$ cat src/rtl/nfc_apb_cmd.sv
// -----------------------------------------------------------------------------
// nfc_apb_cmd
//
// APB slave front end for the NAND flash FSM. Software programs the command
// bytes, a 5-byte address, a transfer length and an operation code, then
// writes START. The block streams CMD0, CMD1 and the address bytes to the FSM
// one per cycle, pulses C_Start, and waits for C_Done or a timeout. The result
// is reported in STATUS and, if enabled, on IRQ.
//
// Ports
//   P_clk, P_nrst        clock, asynchronous active-low reset
//   PSEL .. PWDATA       APB request (8-bit byte address, 32-bit data)
//   PRDATA, PREADY,      APB response; PREADY is tied high (no wait states)
//   PSLVERR
//   C_Cmd, C_CmdVld      command byte stream to the FSM, one pulse per byte
//   C_Addr, C_AddrVld    address byte stream to the FSM, one pulse per byte
//   C_Length             transfer length, stable while an operation runs
//   C_Op, C_Start        operation code and one-cycle launch pulse
//   C_Done, C_Status     completion pulse and status byte from the FSM
//   IRQ                  registered interrupt: IRQ_EN & (DONE | ERR)
//
// Register map (byte addresses)
//   0x00 CTRL    [0] START (write-1 pulse, reads 0), [2:1] OP, [8] IRQ_EN
//   0x04 CMD     [7:0] CMD0, [15:8] CMD1
//   0x08 ADDR_LO A3..A0, A0 in [7:0]
//   0x0C ADDR_HI [7:0] A4
//   0x10 LEN     [7:0]
//   0x14 STATUS  [0] BUSY, [1] DONE (W1C), [2] ERR (W1C), [15:8] last C_Status
// -----------------------------------------------------------------------------
module nfc_apb_cmd #(
    parameter int unsigned TIMEOUT_CYC = 65535,
    parameter int unsigned TO_W        = 16
) (
    input  logic        P_clk,
    input  logic        P_nrst,
    input  logic        PSEL,
    input  logic        PENABLE,
    input  logic        PWRITE,
    input  logic [7:0]  PADDR,
    input  logic [31:0] PWDATA,
    output logic [31:0] PRDATA,
    output logic        PREADY,
    output logic        PSLVERR,
    output logic [7:0]  C_Cmd,
    output logic        C_CmdVld,
    output logic [7:0]  C_Addr,
    output logic        C_AddrVld,
    output logic [7:0]  C_Length,
    output logic [1:0]  C_Op,
    output logic        C_Start,
    input  logic        C_Done,
    input  logic [7:0]  C_Status,
    output logic        IRQ
);

    localparam logic [7:0] ADR_CTRL    = 8'h00;
    localparam logic [7:0] ADR_CMD     = 8'h04;
    localparam logic [7:0] ADR_ADDR_LO = 8'h08;
    localparam logic [7:0] ADR_ADDR_HI = 8'h0C;
    localparam logic [7:0] ADR_LEN     = 8'h10;
    localparam logic [7:0] ADR_STATUS  = 8'h14;

    localparam logic [1:0] OP_ERASE = 2'b11;

    // WAIT has run for TIMEOUT_CYC cycles when the counter (cleared on entry)
    // holds TIMEOUT_CYC-1 at a clock edge.
    localparam logic [TO_W-1:0] TO_LAST = TO_W'(TIMEOUT_CYC - 1);

    typedef enum logic [2:0] {
        S_IDLE,
        S_CMD0,
        S_CMD1,
        S_ADDR,
        S_LAUNCH,
        S_WAIT
    } state_e;

    // ---------------------------------------------------------------------
    // State
    // ---------------------------------------------------------------------
    state_e            state_q;
    logic [1:0]        op_q;          // operation latched at START
    logic [2:0]        byte_cnt_q;    // address byte index
    logic [TO_W-1:0]   to_cnt_q;      // WAIT cycle counter

    logic [7:0]        cmd_out_q;
    logic              cmd_vld_q;
    logic [7:0]        addr_out_q;
    logic              addr_vld_q;
    logic              start_q;
    logic [1:0]        c_op_q;

    logic [1:0]        ctrl_op_q;
    logic              irq_en_q;
    logic [7:0]        cmd0_q;
    logic [7:0]        cmd1_q;
    logic [31:0]       addr_lo_q;
    logic [7:0]        addr_hi_q;
    logic [7:0]        len_q;
    logic              done_q, done_d;
    logic              err_q, err_d;
    logic [7:0]        sts_q, sts_d;
    logic              irq_q;

    // ---------------------------------------------------------------------
    // APB decode
    // ---------------------------------------------------------------------
    logic access, wr_access, busy;
    logic sel_ctrl, sel_cmd, sel_alo, sel_ahi, sel_len, sel_stat;
    logic sel_cfg, mapped, cfg_we, status_we, start_req;
    logic done_set, err_set;
    logic [2:0] addr_last;

    assign access    = PSEL & PENABLE;
    assign wr_access = access & PWRITE;
    assign busy      = (state_q != S_IDLE);

    assign sel_ctrl = (PADDR == ADR_CTRL);
    assign sel_cmd  = (PADDR == ADR_CMD);
    assign sel_alo  = (PADDR == ADR_ADDR_LO);
    assign sel_ahi  = (PADDR == ADR_ADDR_HI);
    assign sel_len  = (PADDR == ADR_LEN);
    assign sel_stat = (PADDR == ADR_STATUS);
    assign sel_cfg  = sel_ctrl | sel_cmd | sel_alo | sel_ahi | sel_len;
    assign mapped   = sel_cfg | sel_stat;

    // Configuration registers are frozen while an operation is in flight;
    // STATUS stays writable so software can acknowledge at any time.
    assign cfg_we    = wr_access & sel_cfg & ~busy;
    assign status_we = wr_access & sel_stat;
    assign start_req = cfg_we & sel_ctrl & PWDATA[0] & (PWDATA[2:1] != 2'b00);

    assign PREADY  = 1'b1;
    assign PSLVERR = access & (~mapped | (PWRITE & busy & sel_cfg));

    // C_Done beats the timeout when both land on the same edge.
    assign done_set = (state_q == S_WAIT) & C_Done;
    assign err_set  = (state_q == S_WAIT) & ~C_Done & (to_cnt_q == TO_LAST);

    // Erase sends A0..A2 only; read/write send A0..A4.
    assign addr_last = (op_q == OP_ERASE) ? 3'd2 : 3'd4;

    function automatic logic [7:0] addr_byte(input logic [31:0] lo,
                                             input logic [7:0]  hi,
                                             input logic [2:0]  idx);
        case (idx)
            3'd0:    addr_byte = lo[7:0];
            3'd1:    addr_byte = lo[15:8];
            3'd2:    addr_byte = lo[23:16];
            3'd3:    addr_byte = lo[31:24];
            default: addr_byte = hi;
        endcase
    endfunction

    // ---------------------------------------------------------------------
    // Read mux
    // ---------------------------------------------------------------------
    always_comb begin
        // NOTE: every combinational output gets a default first so no path
        // leaves it unassigned (which would infer a latch).
        PRDATA = '0;
        if (access) begin
            case (PADDR)
                ADR_CTRL:    PRDATA = {23'd0, irq_en_q, 5'd0, ctrl_op_q, 1'b0};
                ADR_CMD:     PRDATA = {16'd0, cmd1_q, cmd0_q};
                ADR_ADDR_LO: PRDATA = addr_lo_q;
                ADR_ADDR_HI: PRDATA = {24'd0, addr_hi_q};
                ADR_LEN:     PRDATA = {24'd0, len_q};
                ADR_STATUS:  PRDATA = {16'd0, sts_q, 5'd0, err_q, done_q, busy};
                default:     PRDATA = '0;
            endcase
        end
    end

    // ---------------------------------------------------------------------
    // STATUS next state: a hardware set wins over a same-cycle W1C.
    // ---------------------------------------------------------------------
    always_comb begin
        done_d = (done_q & ~(status_we & PWDATA[1])) | done_set;
        err_d  = (err_q  & ~(status_we & PWDATA[2])) | err_set;
        sts_d  = done_set ? C_Status : sts_q;
    end

    // ---------------------------------------------------------------------
    // Register file
    // ---------------------------------------------------------------------
    always_ff @(posedge P_clk or negedge P_nrst) begin
        if (!P_nrst) begin
            ctrl_op_q <= '0;
            irq_en_q  <= 1'b0;
            cmd0_q    <= '0;
            cmd1_q    <= '0;
            addr_lo_q <= '0;
            addr_hi_q <= '0;
            len_q     <= '0;
            done_q    <= 1'b0;
            err_q     <= 1'b0;
            sts_q     <= '0;
            irq_q     <= 1'b0;
        end else begin
            // NOTE: state is updated with non-blocking assignments so every
            // register samples pre-edge values, independent of block order.
            if (cfg_we && sel_ctrl) begin
                ctrl_op_q <= PWDATA[2:1];
                irq_en_q  <= PWDATA[8];
            end
            if (cfg_we && sel_cmd) begin
                cmd0_q <= PWDATA[7:0];
                cmd1_q <= PWDATA[15:8];
            end
            if (cfg_we && sel_alo) addr_lo_q <= PWDATA;
            if (cfg_we && sel_ahi) addr_hi_q <= PWDATA[7:0];
            if (cfg_we && sel_len) len_q     <= PWDATA[7:0];
            done_q <= done_d;
            err_q  <= err_d;
            sts_q  <= sts_d;
            // Built from the registered flags, so IRQ follows DONE/ERR by one cycle.
            irq_q  <= irq_en_q & (done_q | err_q);
        end
    end

    // ---------------------------------------------------------------------
    // Sequencer. Each state's byte/pulse is registered on the edge that
    // leaves the state, so START-edge to C_Start is 3+N cycles.
    // ---------------------------------------------------------------------
    always_ff @(posedge P_clk or negedge P_nrst) begin
        if (!P_nrst) begin
            state_q    <= S_IDLE;
            op_q       <= '0;
            byte_cnt_q <= '0;
            to_cnt_q   <= '0;
            cmd_out_q  <= '0;
            cmd_vld_q  <= 1'b0;
            addr_out_q <= '0;
            addr_vld_q <= 1'b0;
            start_q    <= 1'b0;
            c_op_q     <= '0;
        end else begin
            // Pulses and their data default low; states below raise them.
            cmd_out_q  <= '0;
            cmd_vld_q  <= 1'b0;
            addr_out_q <= '0;
            addr_vld_q <= 1'b0;
            start_q    <= 1'b0;
            c_op_q     <= '0;

            case (state_q)
                S_IDLE: begin
                    if (start_req) begin
                        op_q    <= PWDATA[2:1];
                        state_q <= S_CMD0;
                    end
                end
                S_CMD0: begin
                    cmd_out_q <= cmd0_q;
                    cmd_vld_q <= 1'b1;
                    state_q   <= S_CMD1;
                end
                S_CMD1: begin
                    cmd_out_q  <= cmd1_q;
                    cmd_vld_q  <= 1'b1;
                    byte_cnt_q <= '0;
                    state_q    <= S_ADDR;
                end
                S_ADDR: begin
                    addr_out_q <= addr_byte(addr_lo_q, addr_hi_q, byte_cnt_q);
                    addr_vld_q <= 1'b1;
                    if (byte_cnt_q == addr_last) begin
                        state_q <= S_LAUNCH;
                    end else begin
                        byte_cnt_q <= byte_cnt_q + 3'd1;
                    end
                end
                S_LAUNCH: begin
                    start_q  <= 1'b1;
                    c_op_q   <= op_q;
                    to_cnt_q <= '0;
                    state_q  <= S_WAIT;
                end
                S_WAIT: begin
                    if (C_Done || (to_cnt_q == TO_LAST)) begin
                        state_q <= S_IDLE;
                    end else begin
                        to_cnt_q <= to_cnt_q + 1'b1;
                    end
                end
                default: state_q <= S_IDLE;
            endcase
        end
    end

    assign C_Cmd     = cmd_out_q;
    assign C_CmdVld  = cmd_vld_q;
    assign C_Addr    = addr_out_q;
    assign C_AddrVld = addr_vld_q;
    assign C_Start   = start_q;
    assign C_Op      = c_op_q;
    // LEN cannot be written while busy, so it is stable through LAUNCH..WAIT.
    assign C_Length  = len_q;
    assign IRQ       = irq_q;

endmodule

$ cat config.mk
export PLATFORM = sky130hd
export DESIGN_NAME = nfc_apb_cmd
export DESIGN_NICKNAME = d
export VERILOG_FILES = /design/src/rtl/nfc_apb_cmd.sv
export SDC_FILE = /design/constraint.sdc
export NUM_CORES = 1
export LEC_CHECK = 0
export CORE_MARGIN = 3
export CORE_UTILIZATION = 41
export DETAILED_ROUTE_END_ITERATION = 6
export PLACE_DENSITY_LB_ADDON = 0.3
export SLEW_MARGIN = 10
export SYNTH_ARGS = -nofsm -noshare
export SYNTH_HDL_FRONTEND = slang
export SYNTH_SLANG_ARGS = --single-unit
$ cat constraint.sdc
create_clock -name P_clk -period 4.06 [get_ports P_clk]
set_input_delay 1.218 -clock P_clk [delete_from_list [all_inputs] [get_ports P_clk]]
set_output_delay 1.218 -clock P_clk [all_outputs]
set_load 0.01 [all_outputs]
== Yosys cells after proc, flatten, opt, wreduce, memory -nomap -nowiden ==
Cells that the tools add are included.
W data, S select, Z words.
Storage, ports and cells
  register bits after elaboration: 123
  input port bits: 54
  output and inout port bits: 64
Operators by class
  add/sub/neg operators: 2
  equality and inequality tests: 21
  multiplexer cells: 18
  bitwise logic cells: 33
  reductions and logical operators: 18
Operators with widths (number)
  $pmux W32 S6: 1
  $mux W32: 1
  $pmux W16 S2: 1
  $pmux W8 S4: 1
  $and A1 B1 Y1: 19
  $pmux W3 S6: 1
  $add A16 B1 Y16 const B: 1
  $eq A16 B16 Y1 const B: 1
  $eq A8 B4 Y1 const B: 2
  $eq A8 B5 Y1 const B: 2
  $mux W16: 1
  $pmux W8 S2: 1
  $mux W3: 5
  $eq A3 B2 Y1 const B: 4
  $or A1 B1 Y1: 9
  $eq A8 B3 Y1 const B: 1
  $logic_not A8 Y1: 1
  $mux W8: 1
  $ne A2 B2 Y1 const B: 4
  $eq A3 B1 Y1 const B: 2
  $eq A3 B3 Y1 const B: 2
  $logic_not A3 Y1: 2
  $pmux W3 S2: 1
  $reduce_and A2 Y1: 3
  13 further kinds: 25

== Logic depth before layout (Yosys ltp) ==
Gate-level depths: netlist of the first run.
  depth in word-level cells: 12
  mapped depth: 8
  gate-level depth less buffers: 6

== Worst setup path before layout of the first run ==
OpenSTA, ideal clock, no wires.
  path type: input-to-output
  from: in PADDR[1]
  to: out PRDATA[21]
  data arrival time: 2891 ps
  path slack: -49 ps
  stages: 6
  path through: or4_1 -> buf_2 -> nor4_4 -> and2b_1 -> clkbuf_2 -> and2_1
Between the ends
  longest elaborated chain between the ends: 3
  elaborated cells on any way between the ends: 8
  those cells by class: eq/ne: 5; mux: 2; reduce/logical: 1
Ends and longest elaborated chain
  from (decl): line 39  | input logic [7:0] PADDR,
  $eq A8 B5 Y1 (tied with other cells): line 163  | case (PADDR)
  $pmux W32 S6 *: line 163
  $mux W32 *: line 162  | if (access) begin
  to (decl): line 41  | output logic [31:0] PRDATA,
Mark *: on every way between the ends. The rest lies on a longest branch, timed or not.

== Final worst setup path of the first run ==
  from: in PADDR[7]
  to: out PRDATA[11]
The elaborated chain is that of the path after synthesis.

==> results of run 1 <==
-- metrics by stage --
step	cell area [um2]	power, W
after detailed placement	7709	0.002047
after CTS	8372	0.003651
after global placement	7709	0.002021
after global routing	8374	0.003793
final	8374	0.003636
after floorplan	6161	0.001788
-- logic make-up after synthesis --
kind of cell | Yosys count
fa+ha+maj | 7
simple gates | 146
compound gates | 88
buf+inv | 42
mux | 104
other cells | 1
flops | 123
-- what timing repair did --
action,in CTS,in global routing
resized for setup,113,27
endpoints found under the setup margin,33,31
setup buffers,6,1
pin swaps,13,10
-- layout by cell type, fill, tap and decap left out, types with 8 or more instances in the layout --
master / Yosys / layout
dfrtp_1: 123 / 123
clkdlybuf4s50_1: 0 / 76
mux2_2: 62 / 62
nor2_1: 45 / 40
buf_4: 2 / 32
mux2_4: 30 / 30
nand2_1: 17 / 17
clkbuf_16: 0 / 17
a21oi_1: 14 / 14
buf_2: 4 / 14
nand3_1: 12 / 12
a22oi_1: 16 / 11
and2_4: 0 / 10
mux2i_1: 10 / 10
o21ai_0: 10 / 10
clkdlybuf4s15_1: 0 / 10
buf_6: 3 / 10
clkbuf_2: 1 / 10
inv_1: 9 / 9
and2_1: 19 / 9
a222oi_1: 8 / 8
a221oi_1: 8 / 8
and3_1: 8 / 8
-- sequential cells by signal (all words and copies together), names as in the netlist, 3 cells and up --
signal	count
cmd1_q	8
C_Cmd	8
addr_lo_q	32
C_Length	8
state_q	3
to_cnt_q	16
byte_cnt_q	3
sts_q	8
cmd0_q	8
addr_hi_q	8
C_Addr	8
-- per-layer routing --
metal / routed length [um] / up-vias
li1: - / 2189
met5: 0 / -
met3: 1127 / 27
met4: 318 / 0
met2: 7885 / 197
met1: 7569 / 2406
-- final timing paths --
| path | startpoint | end | slack (ns) | cells past startpoint |
|---|---|---|---|---|
| max | PADDR[7] | PRDATA[11] | -0.003 | 9 |
| min | sts_q[2] | sts_q[2] | 0.51 | 1 |
| max in group asynchronous | P_nrst | cmd0_q[1] | 2.38 | 2 |
| min in group asynchronous | P_nrst | addr_lo_q[4] | 0.80 | 1 |
| min reg2reg | sts_q[2] | sts_q[2] | 0.51 | 1 |
| max reg2reg | state_q[0] | sts_q[1] | 1.67 | 3 |
-- power breakdown --
group / switching, W / leakage, nW / internal [W] / total, W
registers: 0.000118 / 1.69 / 0.00134 / 0.00146
logic: 0.000322 / 1.96 / 0.000256 / 0.000578
clock network: 0.000548 / 0.290 / 0.00105 / 0.00160
total: 0.000988 / 3.94 / 0.00265 / 0.00364
-- layout make-up --
| cell class | instances | area (um2) |
|---|---|---|
| fillers | 1126 | 6215 |
| repair buffers | 160 | 1458 |
| well taps | 184 | 230.2 |
| clock inverters | 10 | 167.7 |
| inverters | 9 | 33.78 |
| flip-flops and latches | 123 | 3078 |
| clock buffers | 20 | 456.7 |
| multi-input cells | 346 | 2950 |
==> out/metrics.yaml, run 1 <==
startpoint_type: "input port"
cts_tree: "built"
cp_slowest_cell: "or4_4"
violations: "setup timing"
cp.required_ns: 2.84
antenna_found_initial: 0
leakage_nw: 3.938
yosysMostFrequentCell: "dfrtp_1"
drc: 0
syn_avg_cell_area_um2: 11.97
synth_compound_area_share_pct: 10.72
use_met2_pct: 33.64
hp-class: "reg -> reg"
syn_inst: 511
crit_chain: "buf_6 > or4_4 > buf_6 > nor3_4 > buf_6 > buf_6 > a32oi_1 > nor2_1 > buf_2"
grt_pass1_vias: 4925
fin_ws_ns: -0.003271
grt_usage_pct: 21.47
syn-cell-area_mm2: 0.006116
fin_tns_setup_ns: -0.003271
use_met1_pct: 29.31
routed_wl_um: 16900
dieArea_mm2: 0.01642
hold_viol_final: 0
synth_area_leader_cell: "dfrtp_1"
grt_setup_unrepaired: "yes"
timing.final.crit_share_pct: 100.1
initial_core_util_pct: 41.92
h-tree-depth: 4
wire_per_inst_um: 19.84
status: "finished, violations left"
die_w_um: 128.1
synthTopCellsByCount: "dfrtp_1, mux2_2, nor2_1"
numCtsBuffers: 17
grt_pass1_wl_um: 27210
gp_congestion: 1.004
dr_total_vias: 4819
io_buffers: 116
worstSkewPairLatency_ns: 0.42
design.core.area_mm2: 0.01459
crit_fanout: 8
setup_viol: 1
grt_max_degree: 49
final_cell_count_no_fill: 852
ctsHoldBuffers: 0
critPathArrivalTime_ns: 2.85
yosys.area_share.xor_xnor_pct: 0
maxSlewViolCount: 0
ys_types: 55
synthAdderAreaFrac_pct: 1.432
area_delta_synth_final_pct: 36.93
pre_cts_slack_ns: -0.7100
dp_cells: 815
vdd_ir_drop_max_v: 0.0002731
vias_per_cell: 5.656
synth-seq-cells: 123
tightest_slew_ns: 0.8767
cap_violations: 0
skew_ns: 0.008813
synth_top_area_share_pct: 50.33
fin_hold_ws_ns: 0.5145
crit_path_frequent_cell: "buf_6"
ios: 118
drt_iter0_drc: 297
fp.dieH_um: 128.1
criticalPathCategory: "in -> out"
antenna_cells: 0
cts.sinks: 123
dr.pass1.iters: 7
yosys_warnings: 0
grt.overflow.total: 0
synth_top_family_by_area: "multiplexers"
synthArstFlopShare_pct: 100.0
clk_path_buf_depth: 2
synthMuxAreaShare_pct: 21.15
synthFlopType: "dfrtp_1"
synth-edff-count: 0
ctsRootBufferMaster: "clkbuf_16"
yosys-top-cells-area: "dfrtp_1, mux2_2, mux2_4"
fin_util_pct: 57.40
synthSimpleGateAreaFrac_pct: 13.13
endpoint_kind: "output pin"
max_stage_delay_ns: 0.57
fp-row-count: 44
timing.fmax_mhz: 246.1
ys_seq_area_share_pct: 50.33
syn_nets: 572
slew_headroom_pct: 41.43
final_nets: 718
drive_gt1_share_pct: 33.98
final_antenna_net_count: 0
cts.clk_slew.worst_paths_ns: 0.06
p_per_area_mw_per_mm2: 434.2
period_minus_slack_ns: 4.063
globalRouteMet3Util_pct: 4.792
busiest_layer: "met2"
critPathBufInv: 5
cp_top_family: "simple AND/OR/NAND/NOR gates"
dp_hpwl_um: 12060
No activity file was read; power rests on OpenSTA's default activity.
==> run 2, diff against run 1 <==
Settings changed: CORE_MARGIN 3 to not set.
==> run 2 against run 1 <==
Compared with the run above:
- the run now ends clean
- flip-flop and latch count is the same
- cell area shrank 1.2%
- power grew 1.5%
- critical path type unchanged
==> out/metrics.yaml, run 2 (synthesis gave the netlist of run 1 again) <==
status: "completed"  # was finished, violations left
grt_max_degree: 67  # was 49
antenna_found_initial: 0  # unchanged
clk_path_buf_depth: 2  # unchanged
vias_per_cell: 5.671  # was 5.656
top_regs: "addr_lo_q (32), to_cnt_q (16)"  # unchanged
dr_total_vias: 4815  # was 4819
cts.sinks: 123  # unchanged
ctsRootBufferMaster: "clkbuf_16"  # unchanged
layout_common_cells: "dfrtp_1, clkdlybuf4s50_1, mux2_2"  # unchanged
power_switching_w: 0.0009852  # was 0.0009881 W
clock_power_share_pct: 45.1  # was 44.0%
die_w_um: 124.1  # was 128.1 um
grt_setup_unrepaired: "yes"  # unchanged
switching_share_pct: 26.68  # was 27.18%
timing.fmax_mhz: 247.9  # was 246.1 MHz
dp_hpwl_um: 11650  # was 12060 um
endpoint_kind: "output pin"  # unchanged
drc: 0  # unchanged
intPower_w: 0.002707  # was 0.002648 W
cp.required_ns: 2.84  # about the same
hold_viol_final: 0  # unchanged
wire_per_inst_um: 19.30  # was 19.84 um
fp-row-count: 44  # unchanged
startpoint_type: "input port"  # unchanged
grt_usage_pct: 22.84  # was 21.47%
fin_util_pct: 56.96  # was 57.40%
power_frac_comb_pct: 15.5  # was 15.9%
regMostFlops: "addr_lo_q"  # unchanged
dpl-instance-area_mm2: 0.007656  # was 0.007709 mm2
nFillCells: 1202  # was 1126
fp.dieH_um: 124.1  # was 128.1 um
design_area_mm2: 0.008278  # was 0.008374 mm2
cts_tree: "built"  # unchanged
dr.pass1.iters: 5  # was 7
ios: 118  # unchanged
final_antenna_net_count: 0  # unchanged
design.core.area_mm2: 0.01453  # was 0.01459 mm2
criticalPathCategory: "in -> out"  # unchanged
timing.final.crit_share_pct: 99.37  # was 100.1%
io_buffers: 116  # unchanged
cap_violations: 0  # unchanged
leakage_nw: 3.978  # was 3.938 nW
final_common_cell: "dfrtp_1"  # unchanged
setup_viol: 0  # was 1
critPathArrivalTime_ns: 2.82  # was 2.85 ns
drt_iter0_drc: 301  # was 297
gp_congestion: 0.8897  # was 1.004
h-tree-depth: 4  # unchanged
period_minus_slack_ns: 4.034  # was 4.063 ns
holdPathStages: 1  # unchanged
slew_headroom_pct: 35.14  # was 41.43%
multiInputGateArea_mm2: 0.002948  # was 0.002950 mm2
dieArea_mm2: 0.01541  # was 0.01642 mm2
final_nets: 713  # was 718
tightest_slew_ns: 0.9708  # was 0.8767 ns
skew_ns: 0.005862  # was 0.008813 ns
maxSlewViolCount: 0  # unchanged
worstSkewPairLatency_ns: 0.42  # about the same
grt_pass1_wl_um: 25940  # was 27210 um
routed_wl_um: 16390  # was 16900 um
grt_pass1_vias: 4753  # was 4925
largest_reg_flops: 32  # unchanged
antenna_cells: 0  # unchanged
p_per_area_mw_per_mm2: 446.0  # was 434.2 mW/mm2
hp-class: "reg -> reg"  # unchanged
area_delta_synth_final_pct: 35.35  # was 36.93%
cts.clk_slew.worst_paths_ns: 0.05  # was 0.06 ns
vdd_ir_drop_max_v: 0.0003669  # was 0.0002731 V
ff_latch_area_mm2: 0.003078  # unchanged
crit_fanout: 7  # was 8
numCtsBuffers: 17  # unchanged
seq_power_share_pct: 39.5  # was 40.1%
rr_worst_depth: 3  # unchanged
initial_core_util_pct: 42.08  # was 41.92%
grt.overflow.total: 0  # unchanged
drive_gt1_share_pct: 34.44  # was 33.98%
## run 2: changes by cell type in the layout (fill, tap and decap cells not counted), sizes merged
cell | previous run | this run
dlygate4sd2 | 1 | 3
clkinvlp | 4 | 3
buf | 60 | 75
clkdlybuf4s50 | 76 | 74
clkbuf | 30 | 21
clkdlybuf4s15 | 12 | 1
bufinv | 4 | 5
dlymetal6s2s | 1 | 2
clkinv | 2 | 3
## run 2: cell type report
cell class,instances,area share (%)
Timing Repair Buffer,155,16.14
Inverter,9,0.4081
Sequential cell,123,37.18
Clock buffer,21,5.562
Tap cell,184,2.781
Clock inverter,11,2.313
Multi-Input combinational cell,346,35.61
## run 2: metrics by stage
step | hold WS, ns | TNS [ns] | std cells | power, W | setup WS [ns]
final | 0.5083 | 0 | 849 | 0.003692 | 0.02564
after floorplan | 0.4672 | -0.4472 | 511 | 0.001788 | -0.04472
after detailed placement | 0.4893 | -21.16 | 813 | 0.002042 | -0.6770
after global routing | 0.5265 | -0.02398 | 849 | 0.003852 | -0.01731
after global placement | 0.4843 | -20.79 | 813 | 0.002012 | -0.6530
after CTS | 0.5027 | 0 | 849 | 0.003718 | 0.007208
## run 2: critical path: stages
cell and delay [ns]:
buf_6 0.09, or4_4 0.57, buf_6 0.16, nor3_4 0.19, buf_6 0.18, a32oi_2 0.12, nor2_2 0.14, buf_2 0.15
## run 2: final timing paths
check / startpoint / end / slack, ns
worst min register to register: sts_q[3] / sts_q[3] / 0.51
worst max register to register: state_q[0] / sts_q[7] / 1.53
worst min-delay path: sts_q[3] / sts_q[3] / 0.51
worst max-delay path: PADDR[5] / PRDATA[13] / 0.03
max in group asynchronous: P_nrst / addr_lo_q[9] / 2.28
min in group asynchronous: P_nrst / addr_lo_q[27] / 0.91
## run 2: timing repair
action | in CTS | in global routing
gates resized for setup | 163 | 3
endpoints found under the setup margin | 33 | 27
pin swaps | 8 | 4
hold buffers | 0 | 0
cloned | 2 | 0
buffers inserted | 2 | 0
## run 2: metal layers
layer | wire length (um) | vias to the layer above | track usage, % | part of all wire, %
li1 | - | 2184 | - | -
met1 | 7565 | 2422 | 31.76 | 46
met2 | 7501 | 176 | 33.84 | 46
met3 | 924 | 33 | 5.449 | 5.6
met4 | 394 | 0 | 9.970 | 2.4
met5 | 0 | - | 0 | 0
## run 2: power by group through the flow
stage | clock network, W | registers (W) | logic, W
2_1_floorplan | 0 | 0.00143 | 0.000359
4_1_cts | 0.00169 | 0.00146 | 0.000576
5_1_grt | 0.00175 | 0.00148 | 0.000629
3_5_place_dp | 0 | 0.00147 | 0.000568
6_report | 0.00166 | 0.00146 | 0.000571
3_3_place_gp | 0 | 0.00146 | 0.000550
